[config.mk]
export PLATFORM = sky130hd
export DESIGN_NAME = output_vc_allocator
export DESIGN_NICKNAME = d
export VERILOG_FILES = /design/src/rtl/noc_va_pkg.sv /design/src/rtl/va_rr_arbiter.sv /design/src/rtl/output_vc_allocator.sv
export SDC_FILE = /design/constraint.sdc
export NUM_CORES = 1
export LEC_CHECK = 0
export ABC_AREA = 0
export CELL_PAD_IN_SITES_DETAIL_PLACEMENT = 1
export CELL_PAD_IN_SITES_GLOBAL_PLACEMENT = 2
export CORE_MARGIN = 2
export CORE_UTILIZATION = 36
export DETAILED_ROUTE_END_ITERATION = 8
export PLACE_DENSITY_LB_ADDON = 0.1
export SLEW_MARGIN = 15
export SYNTH_ARGS = -nofsm -noshare
export SYNTH_HDL_FRONTEND = slang
export SYNTH_SLANG_ARGS = --single-unit
[constraint.sdc]
create_clock -name clk -period 6.3 [get_ports clk]
set_input_delay 0.63 -clock clk [delete_from_list [all_inputs] [get_ports clk]]
set_output_delay 0.63 -clock clk [all_outputs]
set_load 0.05 [all_outputs]
[src/rtl/noc_va_pkg.sv]
// Shared types and helpers for the output-port VC allocator.
package noc_va_pkg;

    localparam int VCID_W = 2;

    typedef enum logic [1:0] {
        VC_FREE    = 2'd0,
        VC_CLAIMED = 2'd1,
        VC_OWNED   = 2'd2
    } vc_state_e;

    function automatic int rr_next(input int idx, input int n);
        return (idx + 1 >= n) ? 0 : idx + 1;
    endfunction

endpackage

[src/rtl/va_rr_arbiter.sv]
// Round-robin arbiter: first unmasked request at or above the pointer, wrapping.
// The pointer moves past the winner only when the caller commits the grant.
module va_rr_arbiter
    import noc_va_pkg::*;
#(
    parameter int  NUM_REQ = 8,
    localparam int REQ_W   = $clog2(NUM_REQ)
) (
    input  logic               clk,
    input  logic               rst,
    input  logic [NUM_REQ-1:0] req_i,
    input  logic [NUM_REQ-1:0] mask_i,
    input  logic               advance_i,
    output logic               valid_o,
    output logic [NUM_REQ-1:0] gnt_onehot_o,
    output logic [REQ_W-1:0]   gnt_idx_o
);

    logic [REQ_W-1:0]   ptr_q;
    logic [REQ_W-1:0]   ptr_d;
    logic [NUM_REQ-1:0] elig;
    logic [REQ_W:0]     scan_sum;
    logic [REQ_W-1:0]   scan_idx;

    assign elig = req_i & ~mask_i;

    // Scan from the farthest offset down so the one nearest the pointer wins.
    always_comb begin
        valid_o   = 1'b0;
        gnt_idx_o = '0;
        scan_sum  = '0;
        scan_idx  = '0;
        for (int k = NUM_REQ - 1; k >= 0; k--) begin
            scan_sum = {1'b0, ptr_q} + (REQ_W+1)'(k);
            if (scan_sum >= (REQ_W+1)'(NUM_REQ)) begin
                scan_sum = scan_sum - (REQ_W+1)'(NUM_REQ);
            end
            scan_idx = scan_sum[REQ_W-1:0];
            if (elig[scan_idx]) begin
                valid_o   = 1'b1;
                gnt_idx_o = scan_idx;
            end
        end
    end

    assign gnt_onehot_o = valid_o ? (NUM_REQ'(1) << gnt_idx_o) : '0;

    assign ptr_d = advance_i ? REQ_W'(rr_next(int'(gnt_idx_o), NUM_REQ)) : ptr_q;

    always_ff @(posedge clk or posedge rst) begin
        if (rst) begin
            ptr_q <= '0;
        end else begin
            ptr_q <= ptr_d;
        end
    end

endmodule

[src/rtl/output_vc_allocator.sv]
// Output VC allocator: round-robin requester pick, lowest eligible VC, per-VC claim tracking.
// Build option VA_READY_GATE_EN: a VC must also show vc_ready to be eligible.
//   state   | meaning
//   FREE    | unclaimed; grantable while vc_avail is high
//   CLAIMED | granted; waiting for the controller to drop vc_avail
//   OWNED   | in use until the controller raises vc_avail again
module output_vc_allocator
    import noc_va_pkg::*;
#(
    parameter int  NUM_REQ = 8,
    parameter int  NUM_VC  = 4,
    localparam int REQ_W   = $clog2(NUM_REQ)
) (
    input  logic                    clk,
    input  logic                    rst,
    input  logic [NUM_REQ-1:0]      req,
    input  logic [NUM_VC-1:0]       vc_avail,
    input  logic [NUM_VC-1:0]       vc_ready,
    output logic                    gnt_valid,
    output logic [NUM_REQ-1:0]      gnt_req,
    output logic [VCID_W-1:0]       gnt_vcid,
    output logic [NUM_VC-1:0]       avail_reset,
    output logic [NUM_VC*REQ_W-1:0] vc_owner,
    output logic [NUM_VC-1:0]       vc_owned
);

    logic                    arb_valid;
    logic [NUM_REQ-1:0]      arb_onehot;
    logic [REQ_W-1:0]        arb_idx;
    logic [NUM_REQ-1:0]      req_mask;
    logic [NUM_VC-1:0]       vc_free;
    logic [NUM_VC-1:0]       vc_elig;
    logic [NUM_VC-1:0]       claim;
    logic                    vc_found;
    logic [VCID_W-1:0]       vc_sel;
    logic                    alloc;

    logic                    gnt_valid_q,   gnt_valid_d;
    logic [NUM_REQ-1:0]      gnt_req_q,     gnt_req_d;
    logic [VCID_W-1:0]       gnt_vcid_q,    gnt_vcid_d;
    logic [NUM_VC-1:0]       avail_reset_q, avail_reset_d;
    logic [NUM_VC*REQ_W-1:0] vc_owner_q,    vc_owner_d;

    // A requester still sees req high in its grant cycle; keep it out of that round.
    assign req_mask = gnt_valid_q ? gnt_req_q : '0;

    va_rr_arbiter #(
        .NUM_REQ (NUM_REQ)
    ) u_arb (
        .clk          (clk),
        .rst          (rst),
        .req_i        (req),
        .mask_i       (req_mask),
        .advance_i    (alloc),
        .valid_o      (arb_valid),
        .gnt_onehot_o (arb_onehot),
        .gnt_idx_o    (arb_idx)
    );

`ifdef VA_READY_GATE_EN
    assign vc_elig = vc_free & vc_avail & vc_ready;
`else
    assign vc_elig = vc_free & vc_avail;
    logic unused_vc_ready;
    assign unused_vc_ready = ^vc_ready;
`endif

    always_comb begin
        vc_found = 1'b0;
        vc_sel   = '0;
        for (int v = NUM_VC - 1; v >= 0; v--) begin
            if (vc_elig[v]) begin
                vc_found = 1'b1;
                vc_sel   = VCID_W'(v);
            end
        end
    end

    assign alloc = arb_valid && vc_found;

    for (genvar v = 0; v < NUM_VC; v++) begin : g_vc
        vc_state_e state_q;
        vc_state_e state_d;

        assign claim[v] = alloc && (vc_sel == VCID_W'(v));

        always_ff @(posedge clk or posedge rst) begin
            if (rst) begin
                state_q <= VC_FREE;
            end else begin
                state_q <= state_d;
            end
        end

        // CLAIMED holds while vc_avail is still high: the controller lags the reset pulse by a cycle.
        always_comb begin
            state_d = state_q;
            case (state_q)
                VC_FREE:    if (claim[v])     state_d = VC_CLAIMED;
                VC_CLAIMED: if (!vc_avail[v]) state_d = VC_OWNED;
                VC_OWNED:   if (vc_avail[v])  state_d = VC_FREE;
                default:                      state_d = VC_FREE;
            endcase
        end

        assign vc_free[v]  = (state_q == VC_FREE);
        assign vc_owned[v] = (state_q != VC_FREE);
    end

    // Owner slots are only overwritten on a claim, so they keep the last owner after release.
    always_comb begin
        gnt_valid_d   = alloc;
        gnt_req_d     = alloc ? arb_onehot : '0;
        gnt_vcid_d    = alloc ? vc_sel : '0;
        avail_reset_d = claim;
        vc_owner_d    = vc_owner_q;
        for (int v = 0; v < NUM_VC; v++) begin
            if (claim[v]) begin
                vc_owner_d[v*REQ_W +: REQ_W] = arb_idx;
            end
        end
    end

    always_ff @(posedge clk or posedge rst) begin
        if (rst) begin
            gnt_valid_q   <= 1'b0;
            gnt_req_q     <= '0;
            gnt_vcid_q    <= '0;
            avail_reset_q <= '0;
            vc_owner_q    <= '0;
        end else begin
            gnt_valid_q   <= gnt_valid_d;
            gnt_req_q     <= gnt_req_d;
            gnt_vcid_q    <= gnt_vcid_d;
            avail_reset_q <= avail_reset_d;
            vc_owner_q    <= vc_owner_d;
        end
    end

    assign gnt_valid   = gnt_valid_q;
    assign gnt_req     = gnt_req_q;
    assign gnt_vcid    = gnt_vcid_q;
    assign avail_reset = avail_reset_q;
    assign vc_owner    = vc_owner_q;

endmodule

Word level (Yosys, flattened, before mapping)
Cells that the tools add are included.

Register bits after elaboration: 38. Output and inout bits: 31. Word-level logic and storage cells: 160.

Add/sub/neg operators: 16. $lt $le $gt $ge: 17. Equal/unequal tests: 23. Shifts and indexed selects: 1. Muxes and demuxes: 69. Bitwise gates (word level): 3. Reductions and logical operators: 18.

Operators with widths (count): 3-bit two-way mux (17); 2-bit two-way mux (17); 4-bit greater-or-equal comparator, second input constant (8); 3-bit by 4-bit less-than comparator with 1-bit output, second input constant (8); 1-bit binary-select mux with 3-bit select (8); 8-bit two-way mux (3); 2-bit case mux with 3 select lines (4); 3-bit by 1-bit subtractor with 3-bit output, second input constant (8); 1-bit two-way mux (20); 3-bit by 3-bit adder with 4-bit output, second input constant (4); 2-bit inequality test, second input constant (8); 2-bit == test, second input constant (6); 3-bit AND reduction (4); 2-bit by 1-bit == test with 1-bit output, second input constant (5); 2-bit zero test (5); 3-bit by 1-bit adder with 4-bit output, second input constant (2); 3-bit by 2-bit adder with 4-bit output, second input constant (2); 8-bit AND (1); 2-bit by 1-bit inequality test with 1-bit output, second input constant (4); 8-bit inverter (1); 2-bit nonzero test (4); 1-bit by 3-bit left shift with 8-bit output, first input constant (1); 1-bit logical AND (5); 4-bit AND (1); 3-bit by 4-bit greater-or-equal comparator with 1-bit output, second input constant (1).

Logic depth before layout (Yosys ltp)
Gate-level depths: netlist of the first run.

Word-level depth: 17. Gate-level depth with buffers: 15.

Modules after synthesis
A second synthesis of the first run with hierarchy kept.

Cells, all modules: 261. Area total of the unflattened synthesis: 2732.6 µm².

Modules (own cells, without submodules): output_vc_allocator (instances 1, cells an instance 105, area an instance 1446.4 µm²); va_rr_arbiter (instances 1, cells an instance 156, area an instance 1286.2 µm²).

Worst setup path after synthesis of the first run
Ideal clock, no wire load.

Path kind: register to register. From: register gnt_valid_q, in the netlist gnt_valid. To: register u_arb.ptr_q[2]. Setup time: 0.150 ns. Arrival time: 3.056 ns. Path slack: 3.094 ns. Cell stages (with the launch flop): 12. Period minus slack after synthesis: 3.206 ns. Cell sequence: dfrtp_1 -> a21boi_1 -> mux2_2 -> mux4_2 -> a21oi_1 -> o21ai_0 -> a221oi_2 -> a21oi_2 -> ha_1 -> ha_1 -> mux2i_1 -> a41oi_1.

Word-level cells in the longest chain between the ends: 16.

Ends and longest elaborated chain: start: declaration (RTL line output_vc_allocator.sv:38) `logic gnt_valid_q, gnt_valid_d;`; start signal: assignment (RTL line output_vc_allocator.sv:132) `gnt_valid_q <= gnt_valid_d;`; 8-bit two-way mux * (RTL line output_vc_allocator.sv:45) `assign req_mask = gnt_valid_q ? gnt_req_q : '0;`; 8-bit inverter * (RTL line va_rr_arbiter.sv:25) `assign elig = req_i & ~mask_i;`; 8-bit AND * (RTL line va_rr_arbiter.sv:25); 1-bit binary-select mux with 3-bit select (RTL line va_rr_arbiter.sv:39) `if (elig[scan_idx]) begin`; 1-bit two-way mux (implied by the code) (RTL line va_rr_arbiter.sv:39); 3-bit two-way mux (7 in series) (RTL line va_rr_arbiter.sv:39); 3-bit two-way mux * (RTL line va_rr_arbiter.sv:39); via arb_idx[0] (RTL line output_vc_allocator.sv:29) `logic [REQ_W-1:0] arb_idx;`; 3-bit by 1-bit adder with 4-bit output * (RTL line noc_va_pkg.sv:13) `return (idx + 1 >= n) ? 0 : idx + 1;`; 4-bit greater-or-equal comparator (RTL line noc_va_pkg.sv:13); 3-bit two-way mux * (RTL line noc_va_pkg.sv:13); end signal: assignment (RTL line va_rr_arbiter.sv:54) `ptr_q <= ptr_d;`; end: declaration (RTL line va_rr_arbiter.sv:19) `logic [REQ_W-1:0] ptr_q;`.

The timed path passes the listed nets; every way through them passes the cells marked *. The select of a mux whose other input is x is not followed. A chain may end at the register's enable or synchronous reset.

Worst setup path after layout of the first run
From: register u_arb.ptr_q[1]. To: register u_arb.ptr_q[2].

Word-level cells in the longest chain between the ends: 16.

Ends and longest elaborated chain: 3-bit by 3-bit adder with 4-bit output (RTL line va_rr_arbiter.sv:34) `scan_sum = {1'b0, ptr_q} + (REQ_W+1)'(k);`; 4-bit greater-or-equal comparator or 3-bit by 1-bit subtractor with 3-bit output (tied branches) (RTL line va_rr_arbiter.sv:35, va_rr_arbiter.sv:36); 3-bit two-way mux (RTL line va_rr_arbiter.sv:35) `if (scan_sum >= (REQ_W+1)'(NUM_REQ)) begin`; 1-bit binary-select mux with 3-bit select (RTL line va_rr_arbiter.sv:39); 1-bit two-way mux (implied by the code) (RTL line va_rr_arbiter.sv:39); 3-bit two-way mux (8 in series) (RTL line va_rr_arbiter.sv:39); 3-bit by 1-bit adder with 4-bit output (RTL line noc_va_pkg.sv:13); 4-bit greater-or-equal comparator (RTL line noc_va_pkg.sv:13); 3-bit two-way mux (RTL line noc_va_pkg.sv:13).

Several ways; a longest one is shown, not always the timed one. The select of a mux whose other input is x is not followed.

==> impl_metrics.tcl, run 1 <==
set metrics [dict create \
    row_count 31 \
    clock_latency_ns 0.29 \
    route.detailed.drc 0 \
    synthArstFlopShare 1.00 \
    clk_path_buf_depth 2 \
    end_kind "register" \
    drive_above_1_share 0.178 \
    clock_skew_ns 0.0102 \
    synth-xor-area-share 0.0225 \
    synth_most_common_cell "dfrtp_1" \
    slowest_delay_ns 0.76 \
    antennaDiodeCount 0 \
    track_usage 0.192 \
    synthTopCellsByCount "dfrtp_1 (38), nand2_1 (22), nor2_1 (22)" \
    cts_root_buf "clkbuf_8" \
    cp_max_fo 16 \
    dieHeight_um 90.9 \
    grt_pass1_vias 2507 \
    yosysTopAreaCellShare 0.350 \
    hpwl_um 5690 \
    yosysSeqAreaShare 0.350 \
    cts_tree "done" \
    drv_slew 0 \
    syn-instance-count 272 \
    synth_edf_count 0 \
    max_slew_margin 0.504 \
    hp-class "reg -> reg" \
    syn_to_final_growth_pct 23.8 \
    crit_start "u_arb.ptr_q[1]$_DFFE_PP0P_" \
    drt_first_pass_iters 4 \
    synth_adder_area_share 0.0368 \
    antenna_found_initial 0 \
    core_area_mm2 0.00729 \
    cts_made_buffers 5 \
    wl_per_cell_um 18.5 \
    required_ns 6.43 \
    status "completed" \
    max_cap_viol_count 0 \
    ys_types 64 \
    syn-num-nets 298 \
    synth_area_mm2 0.00272 \
    synth-simple-area-share 0.148 \
    rsz0062_at_grt "false" \
    cp_slowest_cell "ha_1" \
    ys_warn_count 0 \
    htree_levels 2 \
    path_class "reg -> reg" \
    postCtsSetupBuffers 0 \
    worst_pin_slew_ns 0.738 \
    vias 2277 \
    synthTopCellsByArea "dfrtp_1 (35%), mux4_2 (7.5%), mux2_2 (5.4%)" \
    cts.repair.resized 0 \
    initial_core_util 0.373 \
    period_share 0.732 \
    timing.setup.tns_ns 0 \
    grt_pass1_wl_um 12700 \
    worstPathCellList "clkinv_1, ha_1, inv_1, mux4_2, a311oi_1, o21ai_0, a211o_2, a21oi_1, a21o_1, ha_1, mux2i_1, a41oi_1" \
    syn_area_per_cell_um2 10.0 \
    crit-reg2reg-launch "u_arb.ptr_q[1]$_DFFE_PP0P_" \
    synth_top_cell_by_area "dfrtp_1" \
    dr.first_iter.drc_count 109 \
    period_needed_ns 4.61 \
    reg2reg_slack_ns 1.69 \
    boundaryPins 49 \
    holdWs_ns 0.458 \
    synth_top_family_by_area "compound AO/OA/AOI/OAI gates" \
    io_buffers 44 \
    grt_overflow 0 \
    muxShareOfSynthArea 0.171 \
    ant_nets 0 \
    hold_buffers 0 \
    wirelength_um 7660 \
    hold_violations 0 \
    synth-seq-cells 38 \
    cts_sinks 38 \
    grt_max_degree 39 \
    hp-start "g_vc[1].state_q[1]$_DFFE_PP0P_" \
    fmax_mhz 217 \
    die_area_mm2 0.00826 \
    via_per_inst 5.50 \
    setup_viol 0 \
    cp-start-kind "register" \
    nets 340 \
    synth-compound-area-share 0.222 \
    arrival_ns 4.74 \
    clkTransAtPathRegs_ns 0.08 \
    ys.flop_type "dfrtp_1" \
    place_congestion 0.870 \
    crit_top_cell "ha_1" \
    die_width_um 90.9 \
]
[critical path, delay by kind of cell (launching register included)]
kind	cells	cell delay [ns]
mux	2	0.56
buf+inv	2	0.74
fa+ha+maj	2	1.08
compound gates	6	1.36
flops	1	0.68
[placed cells by master (no fill, tap or decap), types with 5 or more instances in the layout]
cell type | Yosys | routed
clkbuf_8 | 0 | 6
mux2i_1 | 10 | 10
a21boi_1 | 6 | 6
mux4_2 | 9 | 9
ha_1 | 8 | 8
a21oi_1 | 13 | 13
nor2_1 | 22 | 22
o21ai_0 | 10 | 10
clkdlybuf4s50_1 | 0 | 44
o221ai_1 | 6 | 6
inv_1 | 13 | 13
mux2_2 | 13 | 13
dfrtp_1 | 38 | 38
nand2_1 | 22 | 22
a21bo_2 | 5 | 5
and2_1 | 6 | 6
xnor2_1 | 6 | 6
a2bb2oi_1 | 5 | 5
[per-layer routing]
layer,routed length [um],GRT usage,share of wire
met1,3450,0.244,0.45
met2,3800,0.330,0.50
met3,207,0.0326,0.027
met4,199,0.0694,0.026
met5,0,0,0
[final timing paths]
| path | to | cells past startpoint |
|---|---|---|
| setup / recovery | u_arb.ptr_q[2]$_DFFE_PP0P_ | 12 |
| hold reg to reg | g_vc[1].state_q[0]$_DFFE_PP0P_ | 1 |
| min in group asynchronous | gnt_req[0]$_DFF_PP0_ | 3 |
| hold / removal | g_vc[1].state_q[0]$_DFFE_PP0P_ | 1 |
| setup reg to reg | u_arb.ptr_q[2]$_DFFE_PP0P_ | 12 |
| max in group asynchronous | avail_reset[0]$_DFF_PP0_ | 3 |
[stage by stage]
| stage | area, um^2 | util | instances | setup slack (ns) |
|---|---|---|---|---|
| CTS | 3370 | 0.462 | 414 | 1.67 |
| finish | 3370 | 0.462 | 414 | 1.69 |
| global placement | 3220 | 0.442 | 406 | 1.68 |
| floorplan | 2720 | - | 272 | 3.09 |
| detailed placement | 3220 | 0.442 | 406 | 1.69 |
| global route | 3370 | 0.462 | 414 | 1.37 |
[cell families (layout without fill, tap and decap cells)]
kind of cell               count (synthesis)  count (layout)
muxes                                     33              33
DFF                                       38              38
buffers and inverters                     28              71
and+or+nand+nor                           78              78
adders and majority gates                  8               8
AOI/OAI and AO/OA                         80              80
xor gates and xnor gates                   7               7
[flip-flops by register name (all words and copies together) (netlist names)]
name / count
u_arb.ptr_q: 3
g_vc.state_q: 8
gnt_req: 8
avail_reset: 4
gnt_valid: 1
gnt_vcid: 2
vc_owner: 12
[area by class of cell]
cell class,instances,area [um^2]
Multi-Input combinational cell,206,1630
Clock buffer,6,82.6
Tap cell,99,124
Timing Repair Buffer,46,455
Inverter,17,63.8
Sequential cell,38,951
Fill cell,857,3930
Clock inverter,2,60.1
Power of run 1 is left out: the tool's default activity adds up to more than one toggle a clock period on the data nets, which glitch-free logic cannot reach.
==> run 2: changes to the inputs <==
--- a/config.mk
+++ b/config.mk
@@ -9,7 +9,7 @@
 export CELL_PAD_IN_SITES_DETAIL_PLACEMENT = 1
 export CELL_PAD_IN_SITES_GLOBAL_PLACEMENT = 2
 export CORE_MARGIN = 2
-export CORE_UTILIZATION = 36
+export CORE_UTILIZATION = 30
 export DETAILED_ROUTE_END_ITERATION = 8
 export PLACE_DENSITY_LB_ADDON = 0.1
 export SLEW_MARGIN = 15
==> constraint.sdc (replaced) <==
create_clock -name clk -period 3.8 [get_ports clk]
set_input_delay 0.38 -clock clk [delete_from_list [all_inputs] [get_ports clk]]
set_output_delay 0.38 -clock clk [all_outputs]
set_load 0.05 [all_outputs]
==> run 2 against run 1 <==
Effect of this change:
- count of clock-buffer cells in the layout stayed put
- clock skew is 0.0074 ns lower
- first-iteration DRC count is 56% lower
- routed wire length is 2.4% higher
- final area is 2.7% higher
- highest routed layer unchanged
==> impl_metrics.tcl, run 2 (synthesized netlist as in run 1, its figures left out) <==
set metrics [dict create \
    via_per_inst 5.32 \
    hp-class "reg -> reg" \
    die_area_mm2 0.00984 \
    required_ns 3.96 \
    hp-start "g_vc[1].state_q[1]$_DFFE_PP0P_" \
    multiInputGateArea_mm2 0.00163 \
    row_count 34 \
    wirelength_um 7840 \
    drv_slew 0 \
    cts_tree "done" \
    fmax_mhz 292 \
    status "completed" \
    io_buffers 44 \
    antenna_found_initial 0 \
    end_kind "register" \
    drive_above_1_share 0.220 \
    hold_buffers 0 \
    largest_register_ffs 12 \
    worst_pin_slew_ns 0.557 \
    cts_made_buffers 5 \
    hold_end "g_vc[1].state_q[0]$_DFFE_PP0P_" \
    initial_core_util 0.310 \
    cts_sinks 38 \
    reg2regPathDepth 10 \
    boundaryPins 49 \
    dr.first_iter.drc_count 48 \
    ant_nets 0 \
    final_area_mm2 0.00346 \
    cp_max_fo 18 \
    syn_to_final_growth_pct 27.2 \
    grt_max_degree 39 \
    arrival_ns 3.58 \
    cp-start-kind "register" \
    dieHeight_um 99.2 \
    place_congestion 0.840 \
    core_area_mm2 0.00876 \
    hold_violations 0 \
    hold_depth 1 \
    layout_commonest_cell "clkdlybuf4s50_1" \
    wl_per_cell_um 17.8 \
    grt_overflow 0 \
    place_area_mm2 0.00336 \
    rsz0062_at_grt "false" \
    max_cap_viol_count 0 \
    period_needed_ns 3.42 \
    cts.repair.resized 0 \
    clkTransAtPathRegs_ns 0.07 \
    setup_viol 0 \
    drt_first_pass_iters 4 \
    antennaDiodeCount 0 \
    period_share 0.900 \
    clock_latency_ns 0.29 \
    final_cell_mix "clkdlybuf4s50_1 (44), dfrtp_1 (38), nor2_1 (22), nand2_1 (22), buf_4 (19)" \
    register_area_um2 951 \
    nets 357 \
    reg2reg_slack_ns 0.38 \
    max_slew_margin 0.629 \
    route.detailed.drc 0 \
    hpwl_um 6150 \
    reg2reg_to "u_arb.ptr_q[2]$_DFFE_PP0P_" \
    crit-reg2reg-launch "gnt_valid$_DFF_PP0_" \
    fill_cells 1030 \
    htree_levels 2 \
    vias 2342 \
    die_width_um 99.2 \
    timing.setup.tns_ns 0 \
    cts_root_buf "clkbuf_8" \
    postCtsSetupBuffers 0 \
    path_class "reg -> reg" \
    clk_path_buf_depth 2 \
    track_usage 0.165 \
    clock_skew_ns 0.00279 \
    grt_pass1_vias 2537 \
    grt_pass1_wl_um 13000 \
]
==> run 2: stage by stage <==
stage / hold slack (ns) / utilization / cells / setup slack [ns]
6_report: 0.471 / 0.395 / 440 / 0.380
5_1_grt: 0.490 / 0.395 / 440 / 0.0768
4_1_cts: 0.477 / 0.395 / 440 / 0.368
3_5_place_dp: 0.466 / 0.384 / 432 / 0.263
3_3_place_gp: 0.453 / 0.384 / 432 / 0.273
2_1_floorplan: 0.434 / - / 272 / 0.594
==> run 2: worst max-delay path, cell delays in order (launching register included) <==
cell	delay [ns]
dfrtp_1	0.70
a21boi_1	0.27
mux2_2	0.42
mux4_2	0.49
o311ai_0	0.45
and2_1	0.22
inv_1	0.06
ha_1	0.19
ha_1	0.27
mux2i_1	0.13
a41oi_1	0.06
==> run 2: worst max path at each step <==
stage,to,from,cells after the start,slack (ns)
after CTS,u_arb.ptr_q[2]$_DFFE_PP0P_,gnt_valid$_DFF_PP0_,11,0.37
final,u_arb.ptr_q[2]$_DFFE_PP0P_,gnt_valid$_DFF_PP0_,10,0.38
after global placement,u_arb.ptr_q[2]$_DFFE_PP0P_,req[2],13,0.27
after detailed placement,u_arb.ptr_q[2]$_DFFE_PP0P_,req[5],13,0.26
after global routing,u_arb.ptr_q[2]$_DFFE_PP0P_,gnt_valid$_DFF_PP0_,12,0.08
after floorplan,u_arb.ptr_q[2]$_DFFE_PP0P_,gnt_valid$_DFF_PP0_,11,0.59
==> run 2: area by class of cell <==
class	count	share of cell area
Clock buffer	6	0.0239
Multi-Input combinational cell	206	0.471
Tap cell	108	0.0391
Timing Repair Buffer	63	0.169
Clock inverter	2	0.00362
Sequential cell	38	0.275
Inverter	17	0.0185
==> run 2: metal layers <==
layer	wire, um	share of wire	track usage
met5	0	0	0
met4	157	0.020	0.0590
met3	225	0.029	0.0183
met2	3940	0.50	0.285
met1	3520	0.45	0.215
Power of run 2 is left out for the same reason.
